[config.mk]
export PLATFORM = sky130hd
export DESIGN_NAME = ifetch_issue
export DESIGN_NICKNAME = d
export VERILOG_FILES = /design/src/rtl/cpu_pkg.sv /design/src/rtl/opcode_legal_chk.sv /design/src/rtl/ifetch_issue.sv
export SDC_FILE = /design/constraint.sdc
export NUM_CORES = 1
export LEC_CHECK = 0
export BUFFER_PORTS_ARGS = -buffer_cell sky130_fd_sc_hd__clkbuf_2
export CORE_MARGIN = 2
export CORE_UTILIZATION = 45
export DETAILED_ROUTE_END_ITERATION = 6
export GPL_TIMING_DRIVEN = 0
export PLACE_DENSITY = 0.74
export SYNTH_ARGS = -nofsm -noshare
export SYNTH_HDL_FRONTEND = slang
export SYNTH_SLANG_ARGS = --single-unit
export TNS_END_PERCENT = 1
[constraint.sdc]
create_clock -name clk -period 2.1 [get_ports clk]
set_input_delay 0.21 -clock clk [delete_from_list [all_inputs] [get_ports clk]]
set_output_delay 0.21 -clock clk [all_outputs]
set_load 0.02 [all_outputs]
[src/rtl/cpu_pkg.sv]
// Shared CPU definitions: opcode encodings, instruction field positions and
// the fetch/issue state encoding, kept in one place for fetch and control.
package cpu_pkg;

  localparam logic [3:0] OP_ADD  = 4'b0000;
  localparam logic [3:0] OP_LW   = 4'b0001;
  localparam logic [3:0] OP_SW   = 4'b0010;
  localparam logic [3:0] OP_SUBI = 4'b0011;
  localparam logic [3:0] OP_OR   = 4'b0111;
  localparam logic [3:0] OP_NOR  = 4'b1111;

  // Fixed 16-bit format: opcode | rs | rt | imm/rd
  localparam int OPC_MSB = 15;
  localparam int OPC_LSB = 12;
  localparam int RS_MSB  = 11;
  localparam int RS_LSB  = 8;
  localparam int RT_MSB  = 7;
  localparam int RT_LSB  = 4;
  localparam int IMM_MSB = 3;
  localparam int IMM_LSB = 0;

  typedef enum logic [1:0] {
    IDLE  = 2'd0,
    FETCH = 2'd1,
    ISSUE = 2'd2,
    HALT  = 2'd3
  } ifetch_state_e;

endpackage

[src/rtl/opcode_legal_chk.sv]
// Combinational opcode legality check, shared by the fetch unit and any
// decode-side checker that needs the same legal-opcode set.
module opcode_legal_chk
  import cpu_pkg::*;
(
  input  logic [3:0] opcode,
  output logic       legal
);

  always_comb begin
    // NOTE: every always_comb output gets a default first so no path can infer a latch.
    legal = 1'b0;
    case (opcode)
      OP_ADD, OP_LW, OP_SW, OP_SUBI, OP_OR, OP_NOR: legal = 1'b1;
      default:                                      legal = 1'b0;
    endcase
  end

endmodule

[src/rtl/ifetch_issue.sv]
// Instruction fetch-and-issue unit: PC, req/ack fetch, field split and
// valid/ready issue. Define IFETCH_RETIRE_CNT_EN to add the retire_cnt output.
module ifetch_issue
  import cpu_pkg::*;
#(
  parameter int AW = 8,
  parameter int IW = 16  // format is fixed; only 16 is meaningful
)
(
  input  logic          clk,
  input  logic          rst,
  input  logic          start,
  input  logic          stop,
  output logic          imem_req,
  output logic [AW-1:0] imem_addr,
  input  logic          imem_ack,
  input  logic [IW-1:0] imem_rdata,
  output logic          inst_valid,
  input  logic          inst_ready,
  output logic [3:0]    opcode,
  output logic [3:0]    rs,
  output logic [3:0]    rt,
  output logic [3:0]    imm,
  output logic [AW-1:0] inst_pc,
  output logic          halted,
  output logic          busy
`ifdef IFETCH_RETIRE_CNT_EN
  ,
  output logic [15:0]   retire_cnt
`endif
);

  localparam logic [1:0] S_IDLE  = IDLE;
  localparam logic [1:0] S_FETCH = FETCH;
  localparam logic [1:0] S_ISSUE = ISSUE;
  localparam logic [1:0] S_HALT  = HALT;

  logic [1:0]    state;
  logic [1:0]    state_nxt;
  logic [AW-1:0] pc;
  logic [IW-1:0] ir;
  logic          fetch_legal;
  logic          handshake;

  // Legality is judged on the word arriving with ack, so the FETCH exit
  // can choose ISSUE or HALT in the same cycle the word is captured.
  opcode_legal_chk u_legal_chk (
    .opcode (imem_rdata[OPC_MSB:OPC_LSB]),
    .legal  (fetch_legal)
  );

  assign handshake = (state == S_ISSUE) && inst_ready;

  always_comb begin
    state_nxt = state;
    case (state)
      S_IDLE:  if (start)     state_nxt = S_FETCH;
      S_FETCH: if (imem_ack)  state_nxt = fetch_legal ? S_ISSUE : S_HALT;
      S_ISSUE: if (handshake) state_nxt = stop ? S_IDLE : S_FETCH;
      default:                state_nxt = state;  // HALT: only rst leaves
    endcase
  end

  // NOTE: sequential state uses non-blocking assignments so every register
  // samples pre-edge values regardless of statement order.
  always_ff @(posedge clk or posedge rst) begin
    if (rst) begin
      state <= S_IDLE;
      pc    <= '0;
      ir    <= '0;
    end else begin
      state <= state_nxt;
      if (state == S_FETCH && imem_ack) ir <= imem_rdata;
      if (handshake)                    pc <= pc + AW'(1);
    end
  end

`ifdef IFETCH_RETIRE_CNT_EN
  always_ff @(posedge clk or posedge rst) begin
    if (rst)            retire_cnt <= '0;
    else if (handshake) retire_cnt <= retire_cnt + 16'd1;
  end
`endif

  assign imem_req   = (state == S_FETCH);
  assign imem_addr  = pc;
  assign inst_valid = (state == S_ISSUE);
  assign opcode     = ir[OPC_MSB:OPC_LSB];
  assign rs         = ir[RS_MSB:RS_LSB];
  assign rt         = ir[RT_MSB:RT_LSB];
  assign imm        = ir[IMM_MSB:IMM_LSB];
  assign inst_pc    = pc;
  assign halted     = (state == S_HALT);
  assign busy       = (state != S_IDLE);

endmodule

; Word-level counts from Yosys, hierarchy flattened
; Index checks and enable logic that the tools add are counted.
[op_classes]
n_mux = 7
shift = 0
n_reduce_logical = 8
n_lt_le_gt_ge = 0
div = 0
n_addsub = 1
n_bitwise = 0
n_eq_ne = 11
multipliers = 0
[ops]
columns = cell, n
row1 = "8-bit by 1-bit adder with 8-bit output, second input constant", 1
row2 = "4-bit by 2-bit == test with 1-bit output, second input constant", 2
row3 = 2-bit 2-to-1 mux, 3
row4 = 2-bit case mux with 3 select lines, 1
row5 = 6-bit OR reduction, 1
row6 = "2-bit == test, second input constant", 2
row7 = "4-bit by 1-bit == test with 1-bit output, second input constant", 1
row8 = "4-bit by 3-bit == test with 1-bit output, second input constant", 1
row9 = "4-bit == test, second input constant", 1
row10 = 4-bit logical NOT, 1
row11 = "2-bit by 1-bit != test with 1-bit output, second input constant", 2
row12 = 4-bit AND reduction, 1
row13 = 1-bit 2-to-1 mux, 3
row14 = 3-bit nonzero test, 1
row15 = "2-bit by 1-bit == test with 1-bit output, second input constant", 1
row16 = 1-bit logical AND, 2
row17 = 2-bit logical NOT, 1
row18 = "2-bit != test, second input constant", 1
row19 = 2-bit nonzero test, 1
[totals]
n_memories = 0
latch_bits = 0
inputBits = 22
reg_bits = 26
romBits = 0
ramBits = 0

; Longest topological paths before layout
; Gate-level depths: netlist of run 1.
[depth]
ltp_word = 6
depth_mapped = 6
ltp_nobuf = 5

; Cells and area by module
; Synthesis of run 1 repeated with hierarchy kept, for this count alone.
[hier_totals]
cells_unflattened = 92
hier_area_um2 = 1216.2
[by_module_without_submodules]
columns = module, n_inst, cells_per_inst, area_per_inst_um2
row1 = ifetch_issue, 1, 90, 1206.2
row2 = opcode_legal_chk, 1, 2, 10.0

; Worst setup path before layout of run 1
; OpenSTA, ideal clock, no wires.
[synth_path]
path_kind = reg-to-reg
from = reg state[0]
to = reg pc[1] (netlist: imem_addr[1])
n_path_buf = 1
required_ns = 1.975
arrival_ns = 1.428
stages_incl_launch_ff = 6
setup_slack_ns = 0.547
cell_sequence = dfrtp_1 > inv_1 > ha_1 > and2_1 > buf_2 > mux2_2
[synth_via]
elab_chain_len = 2
[synth_rtl]
columns = item, line
row1 = "start, declared", ifetch_issue.sv:38  ; logic [1:0] state;
row2 = "start signal, assigned", ifetch_issue.sv:72  ; state <= state_nxt;
row3 = 2-bit == test, n/a
row4 = via inst_valid, ifetch_issue.sv:18  ; output logic inst_valid,
row5 = 1-bit logical AND, ifetch_issue.sv:52  ; assign handshake = (state == S_ISSUE) && inst_ready;
row6 = "end signal, assigned", ifetch_issue.sv:74  ; if (handshake) pc <= pc + AW'(1);
row7 = "end, declared", ifetch_issue.sv:40  ; logic [AW-1:0] pc;
; The timed path passes the listed nets, and every way through them passes these cells.
; A chain may end at the register's enable or synchronous reset.

; Worst setup path in the final report of run 1
[layout_path]
from = reg state[1]
to = out imem_req
[layout_via]
elab_chain_len = 1
[layout_rtl]
columns = item, line
row1 = 2-bit by 1-bit == test with 1-bit output, ifetch_issue.sv:85  ; assign imem_req = (state == S_FETCH);
row2 = "end, declared", ifetch_issue.sv:14  ; output logic imem_req,
; No other way between the ends.

==> results of run 1 <==
## cell type report
| cell class | instances | area [um2] |
|---|---|---|
| clock inverters | 1 | 30.03 |
| flip-flops and latches | 26 | 650.6 |
| multi-input cells | 46 | 483.0 |
| inverters | 7 | 26.28 |
| plain buffers | 10 | 76.32 |
| repair buffers | 57 | 285.3 |
| clock buffers | 3 | 22.52 |
| fillers | 245 | 1074 |
| well taps | 31 | 38.79 |
## synthesized netlist by cell type
cell	instances	share of area, %
a221oi_2	1	1.2
and2_1	1	0.51
and3_1	3	1.5
buf_2	1	0.40
buf_4	8	4.9
buf_6	1	0.91
dfrtp_1	26	53
ha_1	5	5.1
inv_1	7	2.1
mux2_2	9	8.2
mux2_4	10	12
mux2i_1	1	0.81
nand2_1	2	0.61
nand2_4	1	0.91
nand4_1	4	2.0
o21ai_0	1	0.40
o221ai_1	1	0.71
xnor2_1	6	4.3
xor2_1	1	0.71
## through the flow
step	hold slack [ns]	cells	setup slack (ns)	total power [W]
finish	0.07262	181	0.4839	0.002476
floorplan	0.2500	89	0.5472	0.001781
global route	0.09578	181	0.4245	0.002622
global placement	0.4419	177	0.5688	0.002114
detailed placement	0.4460	177	0.5036	0.002157
CTS	0.09153	181	0.4691	0.002505
## cells in the final DEF, fill, tap and decap left out
cell type / synthesis / layout
buf_6: 1 / 1
nand2_1: 2 / 2
o21ai_0: 1 / 1
buf_4: 8 / 8
and3_1: 3 / 3
clkbuf_4: 0 / 3
nand2_4: 1 / 1
ha_1: 5 / 5
inv_1: 7 / 7
xnor2_1: 6 / 6
a221oi_2: 1 / 1
dfrtp_1: 26 / 26
and2_1: 1 / 1
mux2_2: 9 / 9
mux2i_1: 1 / 1
xor2_1: 1 / 1
mux2_4: 10 / 10
o221ai_1: 1 / 1
clkbuf_2: 0 / 57
bufinv_16: 0 / 1
nand4_1: 4 / 4
buf_2: 1 / 1
## registers in the layout (all words and copies together), names as in the netlist
register and count:
imem_addr 8, state 2, ir 16
## power groups by stage
| stage | Clock (W) | Combinational (W) | Sequential [W] |
|---|---|---|---|
| final | 0.000344 | 0.00127 | 0.000859 |
| after global routing | 0.000367 | 0.00136 | 0.000891 |
| after CTS | 0.000353 | 0.00129 | 0.000860 |
| after detailed placement | 0 | 0.00129 | 0.000869 |
| after global placement | 0 | 0.00126 | 0.000858 |
| after floorplan | 0 | 0.000693 | 0.00109 |
## cell families after synthesis
group | Yosys count | synth area share [%]
compound gates | 3 | 2.327
xor+xnor | 7 | 4.960
mux | 20 | 21.15
buf+inv | 17 | 8.300
simple gates | 11 | 5.567
fa+ha+maj | 5 | 5.061
flops | 26 | 52.63
## metal layers
metal | routed length (um) | GRT usage, %
met3 | 120 | 2.765
met2 | 1242 | 29.58
met4 | 18 | 6.122
met1 | 905 | 17.72
met5 | 0 | 0
## path summary, 6_finish.rpt
path                               startpoint           end  slack, ns
worst max register to register       state[1]      state[0]       0.49
worst min-delay path                      rst  imem_addr[5]       0.07
worst min register to register   imem_addr[7]  imem_addr[7]       0.52
worst max-delay path                 state[1]      imem_req       0.48
max in group asynchronous                 rst        ir[12]       1.43
min in group clk                imem_rdata[5]         ir[5]       0.10
==> flow_metrics.env, run 1 <==
export IMPL_path_clk_slew_ns=0.15
export IMPL_die_h_um=56.41
export IMPL_vias=864
export IMPL_die_x_um=56.41
export IMPL_ys_warn_count=0
export IMPL_antenna_found_initial=0
export IMPL_postCtsHoldBufs=0
export IMPL_place_hpwl_um=1788
export IMPL_hp_class="input port to async pin"
export IMPL_skew_ns=0.007573
export IMPL_post_cts_buffers=0
export IMPL_clock_sinks=26
export IMPL_slew_viol_final=0
export IMPL_p_switching_w=0.0009760
export IMPL_clk_latency_ns=0.32
export IMPL_port_buffers=57
export IMPL_grt_pass1_wl_um=3967
export IMPL_tightestPinTransition_ns=0.9845
export IMPL_drive_gt1_share_pct=61.33
export IMPL_drtIter0Drc=15
export IMPL_post_drt_wl_per_cell_um=12.63
export IMPL_p_int_w=0.001500
export IMPL_dpl_cell_area_um2=1560
export IMPL_route_detailed_drc=0
export IMPL_finalSetupViolCount=0
export IMPL_ys_ff_latch=26
export IMPL_relSlewSlack_pct=34.29
export IMPL_initial_utilization_pct=46.02
export IMPL_cp_slowest_cell="dfrtp_1"
export IMPL_cp_buffers_inverters=2
export IMPL_syn_avg_cell_area_um2=13.89
export IMPL_drtAntennaViolNets=0
export IMPL_grt_pass1_vias=889
export IMPL_rsz0062_at_grt="false"
export IMPL_grt_max_degree=27
export IMPL_cts_buffers=3
export IMPL_cts_tree="built"
export IMPL_yosysSeqAreaShare_pct=52.63
export IMPL_crit_fanout=5
export IMPL_coreArea_um2=2686
export IMPL_switching_share_pct=39.42
export IMPL_via_per_inst=4.773
export IMPL_power_frac_clock_pct=13.9
export IMPL_synthToLayoutAreaGrowth_pct=30.47
export IMPL_max_freq_ghz=0.6188
export IMPL_p_per_area_nw_per_um2=1535
export IMPL_final_area_um2=1613
export IMPL_combPwrFrac_pct=51.4
export IMPL_crit_path_max_incr_delay_ns=0.44
export IMPL_p_leak_nw=0.8995
export IMPL_finalCritPeriodShare_pct=76.96
export IMPL_netlist_instances=89
export IMPL_finalNetCount=178
export IMPL_rr_worst_depth=5
export IMPL_cpLargestDelayFamily="flip-flops"
export IMPL_status="finished, final reports clean"
export IMPL_place_congestion=0.7083
export IMPL_worstSetupPathDepth=3
export IMPL_num_rows=19
export IMPL_pwr_share_seq_pct=34.7
export IMPL_final_hold_violation_count=0
export IMPL_ios=58
export IMPL_clockRootBuffer="clkbuf_4"
export IMPL_syn_nets=116
export IMPL_cts_resized=0
export IMPL_synth_area_um2=1236
export IMPL_ir_worst_vdd_v=0.001024
export IMPL_crit_path_start_kind="register"
export IMPL_synth_cell_types=19
export IMPL_critPathRequiredTime_ns=1.89
export IMPL_dieArea_um2=3182
export IMPL_post_route_min_period_ns=1.616
export IMPL_num_antenna_cells=0
export IMPL_cts_path_max_buffers=2
export IMPL_h_tree_depth=1
export IMPL_cap_viol_max_count=0
export IMPL_end_kind="output port"
export IMPL_track_usage_pct=15.84
export IMPL_path_class="register to output port"
export IMPL_cp_cell_sequence="inv_1 -> ha_1 -> clkbuf_2"
export IMPL_dr_pass1_iters=3
export IMPL_final_core_util_pct=60.04
export IMPL_wirelength_um=2286
export IMPL_fin_tns_setup_ns=0
export IMPL_overflow=0
export IMPL_arrival_ns=1.41
Power figures use the tool's default switching activity.
==> run 2, diff against run 1 <==
- CORE_UTILIZATION: 45 -> 41
- PLACE_DENSITY: 0.74 -> 0.71
- clock period: 2.1 -> 1.35 ns (I/O delays scaled with it)
==> run 2 against run 1 <==
The flow now finishes with violations (DRC, hold timing, setup timing); cell area grew 8.2%; via count is 2.5% higher; sequential share of layout area shrank 3.1 points; worst setup slack worse by 0.65 ns; total power rose by 71%; first-iteration DRC count increased by 47%; core utilization up 2.2 points; die area rose by 9.1%; critical path depth up 2; count of clock-buffer cells in the layout grew 1; largest cell class unchanged; highest routed layer unchanged.
==> flow_metrics.env, run 2 (same netlist as run 1, synthesis figures left out) <==
export IMPL_via_per_inst=4.763
export IMPL_post_drt_wl_per_cell_um=12.79
export IMPL_overflow=0
export IMPL_drtIter0Drc=22
export IMPL_hp_class="input port to async pin"
export IMPL_cts_tree="built"
export IMPL_h_tree_depth=1
export IMPL_final_hold_violation_count=5
export IMPL_rsz0062_at_grt="true"
export IMPL_relSlewSlack_pct=36.50
export IMPL_clock_sinks=26
export IMPL_p_per_area_nw_per_um2=2424
export IMPL_track_usage_pct=15.01
export IMPL_path_class="register to register"
export IMPL_tightestPinTransition_ns=0.9514
export IMPL_dp_cells=177
export IMPL_cts_buffers=3
export IMPL_grt_pass1_wl_um=4036
export IMPL_die_h_um=58.91
export IMPL_skew_ns=0.003586
export IMPL_num_antenna_cells=0
export IMPL_critPathRequiredTime_ns=1.56
export IMPL_num_rows=19
export IMPL_ios=58
export IMPL_cts_path_max_buffers=2
export IMPL_die_x_um=58.91
export IMPL_fill_cells=238
export IMPL_synthToLayoutAreaGrowth_pct=41.19
export IMPL_p_leak_nw=0.9352
export IMPL_place_congestion=0.7185
export IMPL_grt_pass1_vias=927
export IMPL_coreArea_um2=2805
export IMPL_clk_latency_ns=0.31
export IMPL_setup_slack_ns=-0.1664
export IMPL_largest_register_ffs=16
export IMPL_post_route_min_period_ns=1.516
export IMPL_slew_viol_final=0
export IMPL_stdcell_count=186
export IMPL_finalCritPeriodShare_pct=112.3
export IMPL_drive_gt1_share_pct=67.10
export IMPL_path_clk_slew_ns=0.13
export IMPL_port_buffers=57
export IMPL_max_freq_ghz=0.6595
export IMPL_status="finished, violations left"
export IMPL_antenna_found_initial=0
export IMPL_crit_path_start_kind="register"
export IMPL_end_kind="register"
export IMPL_final_common_cell="clkbuf_2"
export IMPL_route_detailed_drc=3
export IMPL_finalSetupViolCount=16
export IMPL_grt_max_degree=27
export IMPL_drtAntennaViolNets=0
export IMPL_vias=886
export IMPL_dieArea_um2=3470
export IMPL_finalNetCount=183
export IMPL_violations="DRC, hold timing, setup timing"
export IMPL_clockRootBuffer="clkbuf_4"
export IMPL_crit_fanout=3
export IMPL_fin_hold_ws_ns=-0.003378
export IMPL_wirelength_um=2379
export IMPL_dr_pass1_iters=6
export IMPL_ir_worst_vdd_v=0.001439
export IMPL_initial_utilization_pct=44.07
export IMPL_final_cell_mix="clkbuf_2, dfrtp_1, mux2_4, buf_4"
export IMPL_place_hpwl_um=1812
export IMPL_arrival_ns=1.72
export IMPL_cap_viol_max_count=0
export IMPL_largest_register="ir"
==> run 2: final timing paths <==
| check | end | slack [ns] | start | cells past startpoint |
|---|---|---|---|---|
| max reg2reg | state[1] | -0.17 | state[0] | 5 |
| min | ir[8] | -0.003 | rst | 2 |
| max in group asynchronous | ir[1] | 0.78 | rst | 2 |
| max | state[1] | -0.17 | state[0] | 5 |
| min in group clk | ir[9] | 0.04 | imem_rdata[9] | 2 |
| min reg2reg | imem_addr[7] | 0.52 | imem_addr[7] | 1 |
==> run 2: report_power, final <==
group          switching, W  internal, W
Clock              0.000214     0.000164
Sequential         0.000233      0.00111
Combinational       0.00122      0.00130
Total               0.00166      0.00257
==> run 2: final cells by class <==
| cell class | count | area [um2] | area share [%] |
|---|---|---|---|
| inverter | 7 | 26.28 | 1.505 |
| timing repair buffer | 62 | 335.3 | 19.21 |
| buffer | 10 | 91.34 | 5.233 |
| multi-input combinational | 46 | 566.8 | 32.47 |
| clock buffer | 4 | 36.28 | 2.079 |
| tap | 31 | 38.79 | 2.222 |
| sequential | 26 | 650.6 | 37.28 |
==> run 2: routing by layer <==
| layer | vias to the layer above | wire length, um | GRT usage (%) |
|---|---|---|---|
| li1 | 428 | - | - |
| met1 | 426 | 956 | 17.32 |
| met2 | 30 | 1272 | 28.57 |
| met3 | 2 | 137 | 2.857 |
| met4 | 0 | 13 | 2.922 |
| met5 | - | 0 | 0 |
==> run 2: critical path, stage by stage (launching register included) <==
cell,delay [ns]
dfrtp_1,0.41
inv_2,0.08
ha_4,0.18
mux2i_4,0.18
a221oi_4,0.23
mux2_4,0.33
==> run 2: timing repair <==
action | in CTS | in global routing
setup endpoints to repair | 22 | 29
resized for setup | 13 | 12
hold buffers | 0 | 0
pin swaps | 2 | 2
hold endpoints to repair | 0 | 0
buffers inserted | 3 | 2
==> run 2: metrics by stage <==
stage          setup slack [ns]  power, W  setup TNS (ns)  utilization (%)  cell area (um2)
5_1_grt                 -0.2360  0.004525          -2.405            62.22             1745
2_1_floorplan           -0.1278  0.002783          -1.421                -             1241
4_1_cts                 -0.1441  0.004110          -1.015            60.57             1699
3_5_place_dp            -0.2264  0.003377          -2.105            55.80             1565
3_3_place_gp            -0.1983  0.003307          -1.485            55.80             1565
6_report                -0.1664  0.004232          -1.125            62.22             1745
==> run 3, diff against run 2 <==
- RECOVER_POWER: not set -> 100
==> run 3 against run 2 <==
The run still ends with DRC, hold timing, setup timing left; critical path depth unchanged; clock skew about the same; via count down 0.11%; total power down 2.0%; register-to-register slack barely moved; highest routed layer unchanged.
==> flow_metrics.env, run 3 (same netlist as run 1, synthesis figures left out) <==
export IMPL_status="finished, violations left"
export IMPL_violations="DRC, hold timing, setup timing"
export IMPL_dieArea_um2=3470
export IMPL_h_tree_depth=1
export IMPL_coreArea_um2=2805
export IMPL_largest_register="ir"
export IMPL_combPwrFrac_pct=58.7
export IMPL_skew_ns=0.004048
export IMPL_die_h_um=58.91
export IMPL_antenna_found_initial=0
export IMPL_via_per_inst=4.758
export IMPL_post_drt_wl_per_cell_um=12.89
export IMPL_crit_path_start_kind="register"
export IMPL_overflow=0
export IMPL_final_common_cell="clkbuf_1"
export IMPL_clockRootBuffer="clkbuf_4"
export IMPL_p_int_w=0.002489
export IMPL_pre_cts_ws_ns=-0.2264
export IMPL_final_cell_mix="clkbuf_1, dfrtp_1, clkbuf_2"
export IMPL_track_usage_pct=15.01
export IMPL_p_leak_nw=0.8456
export IMPL_wirelength_um=2398
export IMPL_num_antenna_cells=0
export IMPL_post_route_min_period_ns=1.517
export IMPL_dr_pass1_iters=6
export IMPL_grt_pass1_wl_um=4036
export IMPL_drtAntennaViolNets=0
export IMPL_path_class="register to register"
export IMPL_num_rows=19
export IMPL_vias=885
export IMPL_clk_latency_ns=0.31
export IMPL_cts_path_max_buffers=2
export IMPL_grt_max_degree=27
export IMPL_switching_share_pct=39.97
export IMPL_ir_worst_vdd_v=0.001460
export IMPL_rsz0062_at_grt="true"
export IMPL_arrival_ns=1.72
export IMPL_tightestPinTransition_ns=0.9521
export IMPL_critPathRequiredTime_ns=1.56
export IMPL_setup_slack_ns=-0.1670
export IMPL_end_kind="register"
export IMPL_pwr_share_seq_pct=32.2
export IMPL_drtIter0Drc=21
export IMPL_place_hpwl_um=1812
export IMPL_place_congestion=0.7185
export IMPL_clock_sinks=26
export IMPL_finalSetupViolCount=16
export IMPL_r2r_setup_slack_ns=-0.17
export IMPL_largest_register_ffs=16
export IMPL_grt_pass1_vias=927
export IMPL_rr_endpoint="state[1]"
export IMPL_p_switching_w=0.001658
export IMPL_final_hold_violation_count=5
export IMPL_max_freq_ghz=0.6592
export IMPL_p_per_area_nw_per_um2=2424
export IMPL_dpl_cell_area_um2=1565
export IMPL_slew_viol_final=0
export IMPL_fill_cells=254
export IMPL_finalCritPeriodShare_pct=112.4
export IMPL_crit_fanout=3
export IMPL_port_buffers=57
export IMPL_fin_tns_setup_ns=-1.129
export IMPL_path_clk_slew_ns=0.13
export IMPL_drive_gt1_share_pct=49.03
export IMPL_relSlewSlack_pct=36.46
export IMPL_finalNetCount=183
export IMPL_synthToLayoutAreaGrowth_pct=38.36
export IMPL_rr_worst_depth=5
export IMPL_cts_tree="built"
export IMPL_power_frac_clock_pct=9.1
export IMPL_cap_viol_max_count=0
export IMPL_final_core_util_pct=60.97
export IMPL_die_x_um=58.91
export IMPL_cts_buffers=3
export IMPL_initial_utilization_pct=44.07
export IMPL_fin_hold_ws_ns=-0.003619
export IMPL_ios=58
export IMPL_rr_startpoint="state[0]"
export IMPL_route_detailed_drc=3
export IMPL_final_area_um2=1710
export IMPL_hp_class="input port to async pin"
run 3: worst max-delay path: stages (launching register included):
cell and delay, ns:
dfrtp_1 0.41, inv_2 0.08, ha_4 0.18, mux2i_4 0.18, a221oi_4 0.23, mux2_4 0.33
run 3: worst max-delay path by stage:
stage	endpoint	start	depth (start not counted)
CTS	state[0]	state[0]	5
global route	state[1]	state[0]	5
detailed placement	state[1]	state[0]	5
global placement	state[0]	state[0]	5
floorplan	imem_addr[1]	state[0]	5
finish	state[1]	state[0]	5
run 3: area by class of cell:
cell class	count	area (um2)	area share (%)
Buffer	10	91.34	5.340
Tap cell	31	38.79	2.268
Inverter	7	26.28	1.536
Sequential cell	26	650.6	38.04
Clock buffer	4	36.28	2.121
Multi-Input combinational cell	46	566.8	33.14
Timing Repair Buffer	62	300.3	17.56
run 3: power by group through the flow:
stage	combinational, W	sequential, W	clock, W
4_1_cts	0.00237	0.00134	0.000403
2_1_floorplan	0.00109	0.00169	0
3_5_place_dp	0.00201	0.00136	0
6_report	0.00243	0.00133	0.000379
5_1_grt	0.00262	0.00139	0.000431
3_3_place_gp	0.00197	0.00134	0
run 3: per-layer routing:
layer | GRT usage [%] | up-vias | routed length, um | part of all wire (%)
met1 | 17.32 | 424 | 958 | 40
met5 | 0 | - | 0 | 0
met3 | 2.857 | 2 | 152 | 6.3
met2 | 28.57 | 30 | 1274 | 53
met4 | 2.922 | 0 | 13 | 0.54
li1 | - | 429 | - | -
run 3: per-stage QoR:
| step | total power, W | hold WS [ns] | cells |
|---|---|---|---|
| 3_5_place_dp | 0.003377 | 0.3726 | 177 |
| 2_1_floorplan | 0.002783 | 0.1750 | 89 |
| 6_report | 0.004147 | -0.003619 | 186 |
| 5_1_grt | 0.004442 | 0.02140 | 186 |
| 3_3_place_gp | 0.003307 | 0.3669 | 177 |
| 4_1_cts | 0.004110 | 0.03198 | 184 |
run 3: repair_timing:
action                     CTS  global route
gates resized for setup     13            12
setup endpoints to repair   22            29
hold buffers                 0             0
pin swaps                    2             2
setup buffers                3             2
